File: src/rtl/copro_pkg.sv
// -----------------------------------------------------------------------------
// copro_pkg
// Shared definitions for the coprocessor writeback slice: register-file
// geometry, the default result-buffer depth and the buffered entry format.
// -----------------------------------------------------------------------------
package copro_pkg;

    localparam int XLEN               = 32;
    localparam int REG_ADDR_W         = 5;
    localparam int NUM_REGS           = 1 << REG_ADDR_W;
    localparam int FIFO_DEPTH_DEFAULT = 2;

    // One buffered coprocessor result: destination register and value.
    typedef struct packed {
        logic [REG_ADDR_W-1:0] rd;
        logic [XLEN-1:0]       data;
    } wb_entry_t;

endpackage

File: src/rtl/wb_fifo.sv
// -----------------------------------------------------------------------------
// wb_fifo
// Small synchronous FIFO of wb_entry_t used to hold coprocessor results until
// the register-file write port is free.
//
// Ports:
//   clk        in   rising-edge clock
//   reset      in   synchronous active-high reset (empties the FIFO)
//   push       in   write push_entry at the tail (ignored while full)
//   push_entry in   entry to enqueue
//   pop        in   drop the head entry (ignored while empty)
//   full       out  occupancy == DEPTH
//   empty      out  occupancy == 0
//   head       out  oldest entry (valid only when !empty)
// -----------------------------------------------------------------------------
module wb_fifo
    import copro_pkg::*;
#(
    parameter int DEPTH = FIFO_DEPTH_DEFAULT
) (
    input  logic      clk,
    input  logic      reset,
    input  logic      push,
    input  wb_entry_t push_entry,
    input  logic      pop,
    output logic      full,
    output logic      empty,
    output wb_entry_t head
);

    localparam int PTR_W = (DEPTH > 1) ? $clog2(DEPTH) : 1;
    localparam int CNT_W = $clog2(DEPTH + 1);
    localparam logic [CNT_W-1:0] FULL_CNT = CNT_W'(DEPTH);

    wb_entry_t        mem_q [DEPTH];
    wb_entry_t        mem_d [DEPTH];
    logic [PTR_W-1:0] wr_ptr_q, wr_ptr_d;
    logic [PTR_W-1:0] rd_ptr_q, rd_ptr_d;
    logic [CNT_W-1:0] count_q,  count_d;
    logic             do_push, do_pop;

    // Fullness comes from the registered count only, so a pop in the same
    // cycle never frees room for a push.
    assign full    = (count_q == FULL_CNT);
    assign empty   = (count_q == '0);
    assign do_push = push && !full;
    assign do_pop  = pop && !empty;
    assign head    = mem_q[rd_ptr_q];

    always_comb begin
        mem_d    = mem_q;
        wr_ptr_d = wr_ptr_q;
        rd_ptr_d = rd_ptr_q;
        count_d  = count_q;
        if (do_push) begin
            mem_d[wr_ptr_q] = push_entry;
            // DEPTH is a power of two, so natural overflow wraps the pointer.
            wr_ptr_d        = wr_ptr_q + 1'b1;
        end
        if (do_pop) begin
            rd_ptr_d = rd_ptr_q + 1'b1;
        end
        case ({do_push, do_pop})
            2'b10:   count_d = count_q + 1'b1;
            2'b01:   count_d = count_q - 1'b1;
            default: count_d = count_q;
        endcase
    end

    always_ff @(posedge clk) begin
        if (reset) begin
            wr_ptr_q <= '0;
            rd_ptr_q <= '0;
            count_q  <= '0;
        end else begin
            wr_ptr_q <= wr_ptr_d;
            rd_ptr_q <= rd_ptr_d;
            count_q  <= count_d;
        end
    end

    // Storage is never read while empty, so it needs no reset.
    always_ff @(posedge clk) begin
        mem_q <= mem_d;
    end

endmodule

File: src/rtl/copro_writeback.sv
// -----------------------------------------------------------------------------
// copro_writeback
// Merges coprocessor (GCD/LCM) results into the single register-file write
// port shared with the main pipeline, and tracks which registers still await
// a coprocessor result.
//
// Ports:
//   clk, reset                    clock, synchronous active-high reset
//   issue_valid/issue_rd/issue_ready   coprocessor issue handshake
//   res_valid/res_ready/res_rd/res_data  result handshake from datapath
//   core_we/core_rd/core_wd       main-pipeline writeback request (priority)
//   RegWrite/A3/WD                register-file write port
//   rs1/rs2 -> rs1_pending/rs2_pending  operand hazard lookup
//   waw_err                       sticky: core wrote a register still pending
// -----------------------------------------------------------------------------
module copro_writeback
    import copro_pkg::*;
#(
    parameter int FIFO_DEPTH = FIFO_DEPTH_DEFAULT
) (
    input  logic                  clk,
    input  logic                  reset,
    input  logic                  issue_valid,
    input  logic [REG_ADDR_W-1:0] issue_rd,
    output logic                  issue_ready,
    input  logic                  res_valid,
    output logic                  res_ready,
    input  logic [REG_ADDR_W-1:0] res_rd,
    input  logic [XLEN-1:0]       res_data,
    input  logic                  core_we,
    input  logic [REG_ADDR_W-1:0] core_rd,
    input  logic [XLEN-1:0]       core_wd,
    output logic                  RegWrite,
    output logic [REG_ADDR_W-1:0] A3,
    output logic [XLEN-1:0]       WD,
    input  logic [REG_ADDR_W-1:0] rs1,
    input  logic [REG_ADDR_W-1:0] rs2,
    output logic                  rs1_pending,
    output logic                  rs2_pending,
    output logic                  waw_err
);

    logic                fifo_full, fifo_empty;
    logic                fifo_push, fifo_pop;
    wb_entry_t           fifo_head, res_entry;
    logic [NUM_REGS-1:0] pending_q, pending_d;
    logic                waw_err_q, waw_err_d;

    assign res_entry = '{rd: res_rd, data: res_data};

    // Handshakes are withheld during the reset cycle; the buffer drains only
    // when the core leaves the write port idle.
    assign res_ready   = !fifo_full && !reset;
    assign fifo_push   = res_valid && res_ready;
    assign fifo_pop    = !reset && !core_we && !fifo_empty;
    assign issue_ready = !reset && !pending_q[issue_rd];

    // Bit 0 is never set, so x0 always reads as not pending.
    assign rs1_pending = pending_q[rs1];
    assign rs2_pending = pending_q[rs2];
    assign waw_err     = waw_err_q;

    wb_fifo #(
        .DEPTH      (FIFO_DEPTH)
    ) u_fifo (
        .clk        (clk),
        .reset      (reset),
        .push       (fifo_push),
        .push_entry (res_entry),
        .pop        (fifo_pop),
        .full       (fifo_full),
        .empty      (fifo_empty),
        .head       (fifo_head)
    );

    // Write-port mux: core has absolute priority; a buffered result aimed at
    // x0 is presented but discarded (RegWrite stays low).
    always_comb begin
        RegWrite = 1'b0;
        A3       = '0;
        WD       = '0;
        if (core_we) begin
            RegWrite = 1'b1;
            A3       = core_rd;
            WD       = core_wd;
        end else if (fifo_pop) begin
            RegWrite = (fifo_head.rd != '0);
            A3       = fifo_head.rd;
            WD       = fifo_head.data;
        end
    end

    always_comb begin
        pending_d = pending_q;
        if (fifo_pop) begin
            pending_d[fifo_head.rd] = 1'b0;
        end
        if (issue_valid && issue_ready && (issue_rd != '0)) begin
            pending_d[issue_rd] = 1'b1;
        end
        pending_d[0] = 1'b0;

        waw_err_d = waw_err_q
                  | (core_we && (core_rd != '0) && pending_q[core_rd]);
    end

    always_ff @(posedge clk) begin
        if (reset) begin
            pending_q <= '0;
            waw_err_q <= 1'b0;
        end else begin
            pending_q <= pending_d;
            waw_err_q <= waw_err_d;
        end
    end

endmodule

File: config.mk
export PLATFORM = sky130hd
export DESIGN_NAME = copro_writeback
export DESIGN_NICKNAME = d
export VERILOG_FILES = /design/src/rtl/copro_pkg.sv /design/src/rtl/wb_fifo.sv /design/src/rtl/copro_writeback.sv
export SDC_FILE = /design/constraint.sdc
export NUM_CORES = 1
export LEC_CHECK = 0
export ABC_CLOCK_PERIOD_IN_PS = 3650
export BUFFER_PORTS_ARGS = -buffer_cell sky130_fd_sc_hd__buf_2
export CORE_UTILIZATION = 54
export CTS_CLUSTER_DIAMETER = 50
export DETAILED_ROUTE_END_ITERATION = 7
export PLACE_DENSITY = 0.79
export SLEW_MARGIN = 20
export SYNTH_ARGS = -nofsm -noshare
export SYNTH_HDL_FRONTEND = slang
export SYNTH_SLANG_ARGS = --single-unit
File: constraint.sdc
create_clock -name clk -period 3.65 [get_ports clk]
set_clock_uncertainty 0.2 [all_clocks]
set_input_delay 0.1825 -clock clk [delete_from_list [all_inputs] [get_ports clk]]
set_output_delay 0.1825 -clock clk [all_outputs]
set_load 0.03 [all_outputs]
# [Word-level counts from Yosys, hierarchy flattened]
# Cells that the tools add are included.
[totals] output_inout_bits=43 wordCells=84 register_bits=111 inputBits=94
[classes] n_bitwise=6 order_cmp=10 muxes=27 add_sub_neg=4 n_eq_ne=3 reduce_logical=24
[ops] operator="37-bit 2-to-1 mux" n=4
[ops] operator="32-bit 2-to-1 mux" n=4
[ops] operator="74-bit bitwise mux" n=1
[ops] operator="37-bit demux with 1-bit select" n=1
[ops] operator="32-bit AND" n=1
[ops] operator="32-bit inverter" n=1
[ops] operator="32-bit bitwise OR" n=1
[ops] operator="5-bit by 6-bit less-than comparator with 1-bit output (second input constant)" n=5
[ops] operator="1-bit binary-select mux with 5-bit select" n=4
[ops] operator="5-bit nonzero test" n=3
[ops] operator="1-bit logical AND" n=14
[ops] operator="1-bit demux with 5-bit select" n=2
[ops] operator="5-bit by 1-bit >= comparator with 1-bit output (second input constant)" n=2
[ops] operator="5-bit 2-to-1 mux" n=2
[ops] operator="1-bit 2-to-1 mux" n=8
[ops] operator="1-bit logical NOT" n=5
[ops] operator="2-bit equality test (second input constant)" n=2
[ops] operator="2-bit >= comparator (second input constant)" n=2
[ops] operator="1-bit inverter with 2-bit output" n=2
[ops] operator="2-bit one-hot mux with 2 select lines" n=1
[ops] operator="1-bit adder (second input constant)" n=2
[ops] operator="2-bit by 1-bit adder with 2-bit output (second input constant)" n=1
[ops] operator="2-bit by 1-bit equality test with 1-bit output (second input constant)" n=1
[ops] operator="2-bit logical NOT" n=1
[ops] operator="4 further kinds" n=4

# [Depth between registers and ports, before layout]
[depth] depth_word=13 depth_mapped=8

# [Cells and area by module]
# From an unflattened synthesis, not the netlist that was laid out.
[unflattened] hier_cells=459 area_unflattened_um2=5833.1
[by_module_without_submodules] mod="copro_writeback" instances=1 area_per_inst_um2=2974.1 seq_area_each_um2=640.6 cells_per_inst=320
[by_module_without_submodules] mod="wb_fifo" instances=1 area_per_inst_um2=2859.0 seq_area_each_um2=2302.2 cells_per_inst=139

# [Worst setup path before layout]
# Ideal clock, no wire load.
[synth_path] kind="flip-flop to flip-flop" startpoint="register u_fifo.count_q[0]" endpoint="register u_fifo.mem_q[37] (netlist bit) (enable)" arrival_time_ns=2.806 path_slack_ns=0.213 required_time_ns=3.019 synth_period_minus_slack_ns=3.437 path_stages_with_launch=5 path_cell_list="dfxtp_1 inv_1 a21oi_1 nand2_1 nor2_1"
[synth_between] elab_chain_len=5
[synth_lines] element="start, declared" line="wb_fifo.sv:39" rtl="logic [CNT_W-1:0] count_q, count_d;"
[synth_lines] element="start signal, assigned" line="wb_fifo.sv:78" rtl="count_q <= count_d;"
[synth_lines] element="2-bit equality test" line="wb_fifo.sv:44" rtl="assign full = (count_q == FULL_CNT);"
[synth_lines] element="1-bit logical NOT" line="copro_writeback.sv:53" rtl="assign res_ready = !fifo_full && !reset;"
[synth_lines] element="1-bit logical AND" line="copro_writeback.sv:53"
[synth_lines] element="net res_ready" line="copro_writeback.sv:27" rtl="output logic res_ready,"
[synth_lines] element="1-bit logical AND" line="copro_writeback.sv:54" rtl="assign fifo_push = res_valid && res_ready;"
[synth_lines] element="1-bit logical AND" line="wb_fifo.sv:46" rtl="assign do_push = push && !full;"
[synth_lines] element="end signal, assigned" line="wb_fifo.sv:84" rtl="mem_q <= mem_d;"
[synth_lines] element="end, declared" line="wb_fifo.sv:35" rtl="wb_entry_t mem_q [DEPTH];"
# The timed path passes the listed nets, and every way through them passes these cells.
# A chain may end at the register's enable or synchronous reset.

# [Worst setup path after layout]
[layout_path] startpoint="register pending_q[27]" endpoint="register pending_q[4]"
[layout_between] elab_chain_len=7
[layout_lines] element="start, declared" line="copro_writeback.sv:46" rtl="logic [NUM_REGS-1:0] pending_q, pending_d;"
[layout_lines] element="start signal, assigned" line="copro_writeback.sv:112" rtl="pending_q <= pending_d;"
[layout_lines] element="1-bit binary-select mux with 5-bit select" line="copro_writeback.sv:56" rtl="assign issue_ready = !reset && !pending_q[issue_rd];"
[layout_lines] element="1-bit 2-to-1 mux (not written as such)" line="copro_writeback.sv:56"
[layout_lines] element="1-bit logical NOT" line="copro_writeback.sv:56"
[layout_lines] element="1-bit logical AND" line="copro_writeback.sv:56"
[layout_lines] element="1-bit logical AND (2 in series)" line="copro_writeback.sv:98" rtl="if (issue_valid && issue_ready && (issue_rd != '0)) begin"
[layout_lines] element="32-bit 2-to-1 mux" line="copro_writeback.sv:98"
# Every way passes these cells. The select of a mux whose other input is x is not followed.

==> flow_metrics.tcl <==
set metrics [dict create \
    post_cts_resize_count 0 \
    hpwl_mm 10.3 \
    drtIter0Drc 417 \
    synth_top_flop_cell "edfxtp_1" \
    num_vias 4831 \
    initial_utilization_pct 56.6 \
    fill_cells 760 \
    grt_overflow 0 \
    finalHoldViolations 0 \
    setup_tns_ps 0 \
    gp_congestion 0.860 \
    root_buffer "clkbuf_8" \
    antenna_found_initial 0 \
    finalCritPeriodShare_pct 71.5 \
    wl_met2_mm 8.00 \
    slew_headroom_pct 40.3 \
    die_w_um 107 \
    crit_arrival_ps 2680 \
    rsz0062_at_grt "no" \
    final_cells 795 \
    r2r_end "pending_q[4]" \
    drc_errors 0 \
    coreArea_um2 10500 \
    min-delay-start "issue_rd[2]" \
    fmax_mhz 383 \
    wl_met1_mm 5.97 \
    fp-row-count 37 \
    portBuffers 136 \
    pwr_density_cell_nw_per_um2 362 \
    grt_max_degree 45 \
    grt_use_total_pct 28.0 \
    wl_met3_mm 1.18 \
    synth-edff-count 74 \
    synth_cells 495 \
    syn_area_um2 5920 \
    post_drt_via_cell_ratio 6.08 \
    yosysTopAreaCell "edfxtp_1" \
    worst_pin_slew_ps 895 \
    highest_layer "met4" \
    cp-end-kind "flip-flop" \
    vdd_drop_max_mv 0.309 \
    worst-setup-path-type "flip-flop to flip-flop" \
    die_h_um 107 \
    hold_slack_ps 46.2 \
    syn_avg_cell_area_um2 12.0 \
    ys_seq_area_share_pct 49.7 \
    ys_seq_elements 110 \
    grt_pass1_wl_mm 24.5 \
    area_growth_pct 22.6 \
    holdCritPathClass "input port to flip-flop" \
    status "finished, final reports clean" \
    crit_fanout 31 \
    synthTopCellsByArea "edfxtp_1, dfxtp_1, mux4_2, mux2i_1, nand2_1" \
    reg2reg_depth 5 \
    wl_per_cell_um 19.5 \
    setup-violations-final 0 \
    insertedDiodeCount 0 \
    io_pins 137 \
    cts_sinks 110 \
    yosysWarnings 0 \
    synth_top_area_share_pct 37.5 \
    min_period_ps 2610 \
    async_flop_share_pct 0 \
    clkLatencyLatePin_ps 390 \
    cts_max_level 3 \
    hold_end "pending_q[28]" \
    max_cap_viol_count 0 \
    clk_path_buf_depth 2 \
    ys_types 43 \
    slew_viol_final 0 \
    syn_nets 590 \
    numCtsBuffers 9 \
    nets 749 \
    grt_pass1_vias 4873 \
    ant_nets 0 \
    wl_mm 15.5 \
    holdPathStages 3 \
    path_clk_slew_ps 110 \
    cp-start-kind "flip-flop" \
    cts_tree "done" \
    required_ps 3720 \
    power.leakage_nw 2.69 \
    ff2ff_setup_slack_ps 1040 \
    die-area_um2 11400 \
    dr.pass1.iters 5 \
    reg2reg_from "pending_q[27]" \
    cts_setup_buffers 0 \
    layout-drive-gt1-share_pct 32.8 \
    final_core_util_pct 69.4 \
    dp_cells 740 \
]
## cells by family (layout without fill, tap and decap cells)
family,Yosys count,count (layout),share of synthesized area (%)
simple gates,145,145,12.8
flops,110,110,49.7
compound gates,107,107,12.7
mux,82,82,20.5
buf+inv,47,211,3.61
xor+xnor,3,3,0.444
fa+ha+maj,1,1,0.211
## cells in the mapped netlist, types with 2 or more instances
library cell	count
clkbuf_1	23
inv_1	12
nand2_1	73
a211o_1	7
or3b_2	5
or2_2	2
nor3_1	4
o32ai_1	2
mux4_1	2
buf_1	2
a211oi_1	4
nand3b_1	30
nand3_1	4
buf_2	6
o31ai_1	23
edfxtp_1	74
o21bai_1	2
mux2_2	9
nor2_1	11
o41ai_2	6
buf_6	4
dfxtp_1	36
nor2b_1	5
nand2b_1	6
o221ai_1	2
a21oi_1	11
mux4_2	28
mux2i_1	43
o21ai_0	44
xor2_1	2
## critical path, stage by stage, from the launching register on
cell and delay, ps:
dfxtp_1 360, mux4_2 470, and3_4 200, a311oi_4 330
nand4b_4 480, o41ai_1 460
## sequential cells by signal (all words and copies together), names as in the netlist
signal,cells
u_fifo.count_q,2
waw_err,1
u_fifo.rd_ptr_q,1
pending_q,31
u_fifo.mem_q,74
u_fifo.wr_ptr_q,1
## power by group
part	total, mW	internal, mW	leakage [nW]	switching [mW]
Combinational	0.499	0.193	1.62	0.306
Sequential	1.40	1.38	0.970	0.0271
Clock	0.728	0.269	0.101	0.460
Total	2.63	1.84	2.69	0.793
## how the worst max path moves through the flow
stage	startpoint	endpoint	slack, ps	depth (start not counted)
CTS	pending_q[27]	pending_q[4]	1040	5
detailed placement	issue_rd[0]	pending_q[4]	760	6
global placement	issue_rd[0]	pending_q[4]	830	6
global route	u_fifo.rd_ptr_q	RegWrite	850	5
floorplan	u_fifo.count_q[0]	u_fifo.mem_q[37]	210	4
finish	pending_q[27]	pending_q[4]	1040	5
## cell usage in the layout, fill, tap and decap left out, types with 5 or more instances in the layout
cell / count
a211o_1: 7
a21oi_1: 11
buf_2: 136
buf_4: 8
clkbuf_8: 9
dfxtp_1: 35
dlygate4sd3_1: 39
edfxtp_1: 74
inv_1: 12
mux2_2: 9
mux2i_1: 43
mux4_2: 28
nand2_1: 73
nand2b_1: 6
nand3b_1: 30
nor2_1: 10
nor2b_1: 5
o21ai_0: 44
o31ai_1: 23
o41ai_2: 6
or3b_2: 5
## cell type report
| type | count | area, um2 | area share [%] |
|---|---|---|---|
| Timing Repair Buffer | 183 | 1130 | 15.6 |
| Clock buffer | 9 | 124 | 1.70 |
| Sequential cell | 110 | 2940 | 40.5 |
| Inverter | 12 | 45.0 | 0.620 |
| Multi-Input combinational cell | 338 | 2780 | 38.2 |
| Clock inverter | 7 | 75.1 | 1.03 |
| Tap cell | 136 | 170 | 2.34 |
## metrics by stage
stage / setup slack, ps / total power [mW] / instance area [um2]
finish: 1040 / 2.63 / 7270
global route: 847 / 2.71 / 7270
CTS: 1040 / 2.61 / 7270
detailed placement: 755 / 1.89 / 6680
global placement: 830 / 1.87 / 6680
floorplan: 213 / 1.74 / 5920
## per-layer routing
metal	vias up	GRT usage, %
met4	0	9.69
li1	2214	-
met2	244	49.6
met5	-	0
met1	2342	34.9
met3	31	4.19
## what timing repair did
item,in CTS,in global routing
setup endpoints to repair,0,0
hold buffers,39,0
endpoints found under the hold margin,75,0
(Power assumes the default switching activity.)
